**config.mk**
```make
export PLATFORM = sky130hd
export DESIGN_NAME = fifo_read_streamer
export DESIGN_NICKNAME = d
export VERILOG_FILES = /design/src/rtl/fifo_rd_stream_pkg.sv /design/src/rtl/rd_stream_buffer.sv /design/src/rtl/fifo_read_streamer.sv
export SDC_FILE = /design/constraint.sdc
export NUM_CORES = 1
export LEC_CHECK = 0
export CORE_UTILIZATION = 48
export DETAILED_ROUTE_END_ITERATION = 6
export PLACE_DENSITY = 0.73
export SYNTH_ARGS = -nofsm -noshare
export SYNTH_HDL_FRONTEND = slang
export SYNTH_SLANG_ARGS = --single-unit
```
**constraint.sdc**
```tcl
create_clock -name clk -period 2.85 [get_ports clk]
set_clock_uncertainty 0.2 [all_clocks]
set_input_delay 0.57 -clock clk [delete_from_list [all_inputs] [get_ports clk]]
set_output_delay 0.57 -clock clk [all_outputs]
set_load 0.01 [all_outputs]
```
**src/rtl/fifo_rd_stream_pkg.sv**
```systemverilog
// Shared types and helpers for the FIFO read-side streamer.
package fifo_rd_stream_pkg;

    localparam int unsigned BUF_DEPTH = 3;

    typedef logic [1:0] buf_idx_t;
    typedef logic [1:0] count_t;

    // Buffer indices run 0..BUF_DEPTH-1 and wrap back to 0.
    function automatic buf_idx_t ptr_inc(input buf_idx_t p);
        return (p == buf_idx_t'(BUF_DEPTH - 1)) ? '0 : p + 2'd1;
    endfunction

endpackage

```
**src/rtl/rd_stream_buffer.sv**
```systemverilog
// Three-entry circular buffer that absorbs the FIFO read latency.
module rd_stream_buffer
    import fifo_rd_stream_pkg::*;
#(
    parameter int unsigned DATA_WIDTH = 32
) (
    input  logic                  clk,
    input  logic                  rst,
    input  logic                  wr_en_i,
    input  logic [DATA_WIDTH-1:0] wr_data_i,
    input  logic                  pop_i,
    output logic [DATA_WIDTH-1:0] head_o,
    output count_t                count_o
);

    logic [DATA_WIDTH-1:0] mem_q [BUF_DEPTH];
    buf_idx_t              wr_ptr_q, wr_ptr_d;
    buf_idx_t              rd_ptr_q, rd_ptr_d;
    count_t                count_q, count_d;

    always_comb begin
        wr_ptr_d = wr_en_i ? ptr_inc(wr_ptr_q) : wr_ptr_q;
        rd_ptr_d = pop_i   ? ptr_inc(rd_ptr_q) : rd_ptr_q;
        count_d  = count_q;
        // Simultaneous write and pop leave the occupancy unchanged.
        case ({wr_en_i, pop_i})
            2'b10:   count_d = count_q + 2'd1;
            2'b01:   count_d = count_q - 2'd1;
            default: count_d = count_q;
        endcase
    end

    always_ff @(posedge clk) begin
        if (rst) begin
            wr_ptr_q <= '0;
            rd_ptr_q <= '0;
            count_q  <= '0;
            for (int unsigned i = 0; i < BUF_DEPTH; i++) begin
                mem_q[i] <= '0;
            end
        end else begin
            if (wr_en_i) begin
                mem_q[wr_ptr_q] <= wr_data_i;
            end
            wr_ptr_q <= wr_ptr_d;
            rd_ptr_q <= rd_ptr_d;
            count_q  <= count_d;
        end
    end

    assign head_o  = mem_q[rd_ptr_q];
    assign count_o = count_q;

endmodule

```
**src/rtl/fifo_read_streamer.sv**
```systemverilog
// Pops an async FIFO's read port and re-presents words as a valid/ready stream.
// Define FIFO_RD_STREAM_LAST_EN to frame the stream into BURST_LEN-word bursts via m_last.
module fifo_read_streamer
    import fifo_rd_stream_pkg::*;
#(
    parameter int unsigned DATA_WIDTH = 32,
    parameter int unsigned BURST_LEN  = 8
) (
    input  logic                  clk,
    input  logic                  rst,
    input  logic                  fifo_empty,
    output logic                  fifo_rd_en,
    input  logic [DATA_WIDTH-1:0] fifo_rd_data,
    output logic                  m_valid,
    input  logic                  m_ready,
    output logic [DATA_WIDTH-1:0] m_data,
    output logic                  m_last
);

    if (BURST_LEN < 2) begin : g_bad_burst_len
        $error("BURST_LEN must be 2 or more");
    end

    logic                  inflight_q;
    count_t                count;
    logic [DATA_WIDTH-1:0] head;
    logic                  pop;
    logic [2:0]            occupancy;

    // Slots already buffered plus the word still on its way from the FIFO.
    assign occupancy  = {1'b0, count} + {2'b00, inflight_q};
    assign fifo_rd_en = !rst && !fifo_empty && (occupancy < 3'(BUF_DEPTH));

    always_ff @(posedge clk) begin
        if (rst) begin
            inflight_q <= 1'b0;
        end else begin
            inflight_q <= fifo_rd_en;
        end
    end

    rd_stream_buffer #(
        .DATA_WIDTH(DATA_WIDTH)
    ) u_buf (
        .clk       (clk),
        .rst       (rst),
        .wr_en_i   (inflight_q),
        .wr_data_i (fifo_rd_data),
        .pop_i     (pop),
        .head_o    (head),
        .count_o   (count)
    );

    assign m_valid = (count != '0);
    assign m_data  = head;
    assign pop     = m_valid && m_ready;

`ifdef FIFO_RD_STREAM_LAST_EN
    localparam int unsigned BEAT_W = $clog2(BURST_LEN);
    typedef logic [BEAT_W-1:0] beat_t;

    beat_t beat_q, beat_d;

    always_comb begin
        beat_d = beat_q;
        if (pop) begin
            beat_d = (beat_q == beat_t'(BURST_LEN - 1)) ? '0 : beat_q + beat_t'(1);
        end
    end

    always_ff @(posedge clk) begin
        if (rst) begin
            beat_q <= '0;
        end else begin
            beat_q <= beat_d;
        end
    end

    assign m_last = m_valid && (beat_q == beat_t'(BURST_LEN - 1));
`else
    assign m_last = 1'b0;
`endif

endmodule
```
==> run_results.csv <==
group,metric,value,unit
status,status,"finished with violations",
status,violations,"DRC",
sta,worst_slew_pin_slew,1.13,ns
grt,grt_pass1_wl,16.7,mm
synthesis,ys_warn_count,0,
drt,vias_per_cell,5.26,
sta,fin_crit,2.80,ns
place,place.port_buffers,69,
sta,finalCritPeriodShare,98.2,%
floorplan,dieHeight,112,um
cells_and_area,drive_gt1_share,20.0,%
cells_and_area,final_nets,440,
clock_tree,clkTransAtPathRegs,0.05,ns
clock_tree,clock_tree.root_cell,"clkbuf_16",
synthesis,synth_area_per_cell,18.0,sq um
synthesis,netlist_instances,322,
grt,grt_usage,18.3,%
cells_and_area,syn2layout_area_growth,24.8,%
floorplan,core-area,11600,sq um
cells_and_area,layout_common_cells,"edfxtp_1, and2_1, clkdlybuf4s50_1",
clock_tree,numCtsBuffers,17,
synthesis,synth_seq_cells,137,
floorplan,io_pins,71,
sta,relSlewSlack,24.4,%
clock_tree,cts_buffer_depth,2,
place,routabilityCongestion,0.692,
drt,via_count,2932,
drt,ant_nets,0,
critical_path,start_kind,"flip-flop",
power_and_ir_drop,power,5.42,mW
clock_tree,ctsHtreeMaxLevel,4,
floorplan,die_w,112,um
clock_tree,cts_tree,"done",
grt,overflow,0,
cells_and_area,nFillCells,820,
drt,wl_per_cell,18.7,um
power_and_ir_drop,power_density,749,nW/um^2
power_and_ir_drop,p_leak,2.56,nW
sta,finalSetupViolCount,0,
drt,drc,5,
drt,wl,10.4,mm
flow_run,max-cap-violations,0,
place,dp_slack,0.128,ns
cells_and_area,num_antenna_cells,0,
sta,fin_ws,0.0512,ns
critical_path,crit_family,"buffers and inverters",
clock_tree,clkLatencyLatePin,0.40,ns
drt,first_pass_iters,7,
power_and_ir_drop,peakVddDrop,0.419,mV
critical_path,critPathBufInv,2,
sta,fin_hold_ws,0.291,ns
synthesis,syn_area,5790,sq um
worst_hold_path,min_path_type,"flip-flop to flip-flop",
cells_and_area,multi_input_area,1630,sq um
place,dp_hpwl,6.04,mm
critical_path,end_kind,"primary output",
drt,first_iter_violations,106,
synthesis,ys_types,32,
critical_path,cp.arrival,2.03,ns
floorplan,dieArea,12500,sq um
critical_path,required,2.08,ns
critical_path,crit_chain,"buf_12, mux4_2, clkdlybuf4s50_1",
critical_path,crit_type,"flip-flop to primary output",
grt,grt_pass1_vias,3109,
cells_and_area,area.sequential,4030,sq um
grt,antenna_found_initial,0,
critical_path,critPathMaxFanout,13,
critical_path,critPathSlowestCell,"mux4_2",
synthesis,syn_nets,361,
sta,drv_slew,0,
floorplan,rows,39,
critical_path,max_stage_delay,0.54,ns
cells_and_area,final_common_cell,"edfxtp_1",
clock_tree,cts_num_sinks,137,
sta,hold_violations,0,
floorplan,initial_core_util,50.1,%
synthesis,synth-seq-area-share,69.5,%
sta,fmax,357,MHz
grt,grt_max_degree,33,
## final timing paths
path,cells past startpoint,slack [ns],to,start
setup reg to reg,2,0.69,u_buf.mem_q[2][30],inflight_q
hold / removal,2,0.29,flip-flop,u_buf.rd_ptr_q[1]
hold reg to reg,2,0.29,flip-flop,u_buf.rd_ptr_q[1]
setup / recovery,3,0.05,m_data[2],flip-flop
## power breakdown
part           total, mW  internal (mW)  switching, mW
sequential          2.39           2.32         0.0657
clock               2.06           1.27          0.784
combinational      0.970          0.574          0.396
## cells by family (layout without fill, tap and decap cells)
kind of cell    Yosys count  in the layout  share of synthesized area (%)
flops                   137            137                           69.5
simple gates            115            115                           12.7
mux                      33             33                           12.7
buf+inv                  21            113                           3.00
compound gates           10             10                           1.14
fa+ha+maj                 3              3                          0.648
xor+xnor                  2              2                          0.302
other cells               1              1                         0.0647
## worst reg2reg max path, stage by stage, from the launching register on
cell and delay, ns:
dfxtp_1 0.43, nand2_1 0.22, o21bai_4 0.92
## cells in the mapped netlist
| cell | number | area (sq um) |
|---|---|---|
| nand2b_4 | 1 | 13.8 |
| nand2b_1 | 2 | 12.5 |
| ha_1 | 3 | 37.5 |
| clkbuf_2 | 6 | 30.0 |
| o21ai_0 | 1 | 5.00 |
| inv_1 | 2 | 7.51 |
| xor2_1 | 1 | 8.76 |
| nor2_1 | 3 | 11.3 |
| mux4_1 | 1 | 26.3 |
| a2111oi_0 | 2 | 17.5 |
| nor2_4 | 1 | 11.3 |
| edfxtp_1 | 128 | 3840 |
| buf_4 | 1 | 7.51 |
| nand2_1 | 5 | 18.8 |
| or3b_1 | 1 | 8.76 |
| conb_1 | 1 | 3.75 |
| buf_12 | 3 | 60.1 |
| xnor2_1 | 1 | 8.76 |
| or2_2 | 1 | 6.26 |
| or3_1 | 2 | 12.5 |
| and2_1 | 96 | 601 |
| buf_6 | 4 | 45.0 |
| dfxtp_1 | 9 | 180 |
| a21oi_1 | 4 | 20.0 |
| o21ai_2 | 1 | 8.76 |
| o21bai_1 | 2 | 15.0 |
| nor2b_1 | 1 | 6.26 |
| buf_2 | 4 | 20.0 |
| mux4_2 | 31 | 698 |
| nor3_4 | 2 | 32.5 |
| mux2i_1 | 1 | 10.0 |
| clkbuf_1 | 1 | 3.75 |
## metal layers
| metal | vias to the layer above | wire, um | GRT usage (%) |
|---|---|---|---|
| li1 | 1373 | - | - |
| met1 | 1496 | 4320 | 22.4 |
| met2 | 53 | 5580 | 31.3 |
| met3 | 10 | 329 | 4.74 |
| met4 | 0 | 180 | 7.21 |
| met5 | - | 0 | 0 |
## repair_timing
action                     4_1_cts  5_1_grt
setup buffers                    0        0
resized for setup                3        3
setup endpoints to repair       10       25
cloned                           1        0
hold buffers                     0        0
## state kept, by name (all words and copies together) (netlist names), named ones only
register	cells
u_buf.mem_q	128
u_buf.count_o	2
u_buf.rd_ptr_q	2
u_buf.wr_ptr_q	2
inflight_q	1
## metrics by stage
step,setup TNS (ns),cell area [sq um],utilization (%),std cells
floorplan,0,5790,-,322
global placement,0,6640,57.4,524
detailed placement,0,6640,57.4,524
CTS,-0.112,7220,62.4,557
global route,-0.000560,7230,62.5,557
finish,0,7230,62.5,557
## final cells by class
class | instances | share of cell area (%)
Sequential cell | 137 | 55.7
Inverter | 2 | 0.104
Clock inverter | 14 | 1.83
Multi-Input combinational cell | 164 | 22.5
Timing Repair Buffer | 79 | 11.4
Tap cell | 143 | 2.47
Clock buffer | 18 | 5.94
No activity file was read; power rests on OpenSTA's default activity.
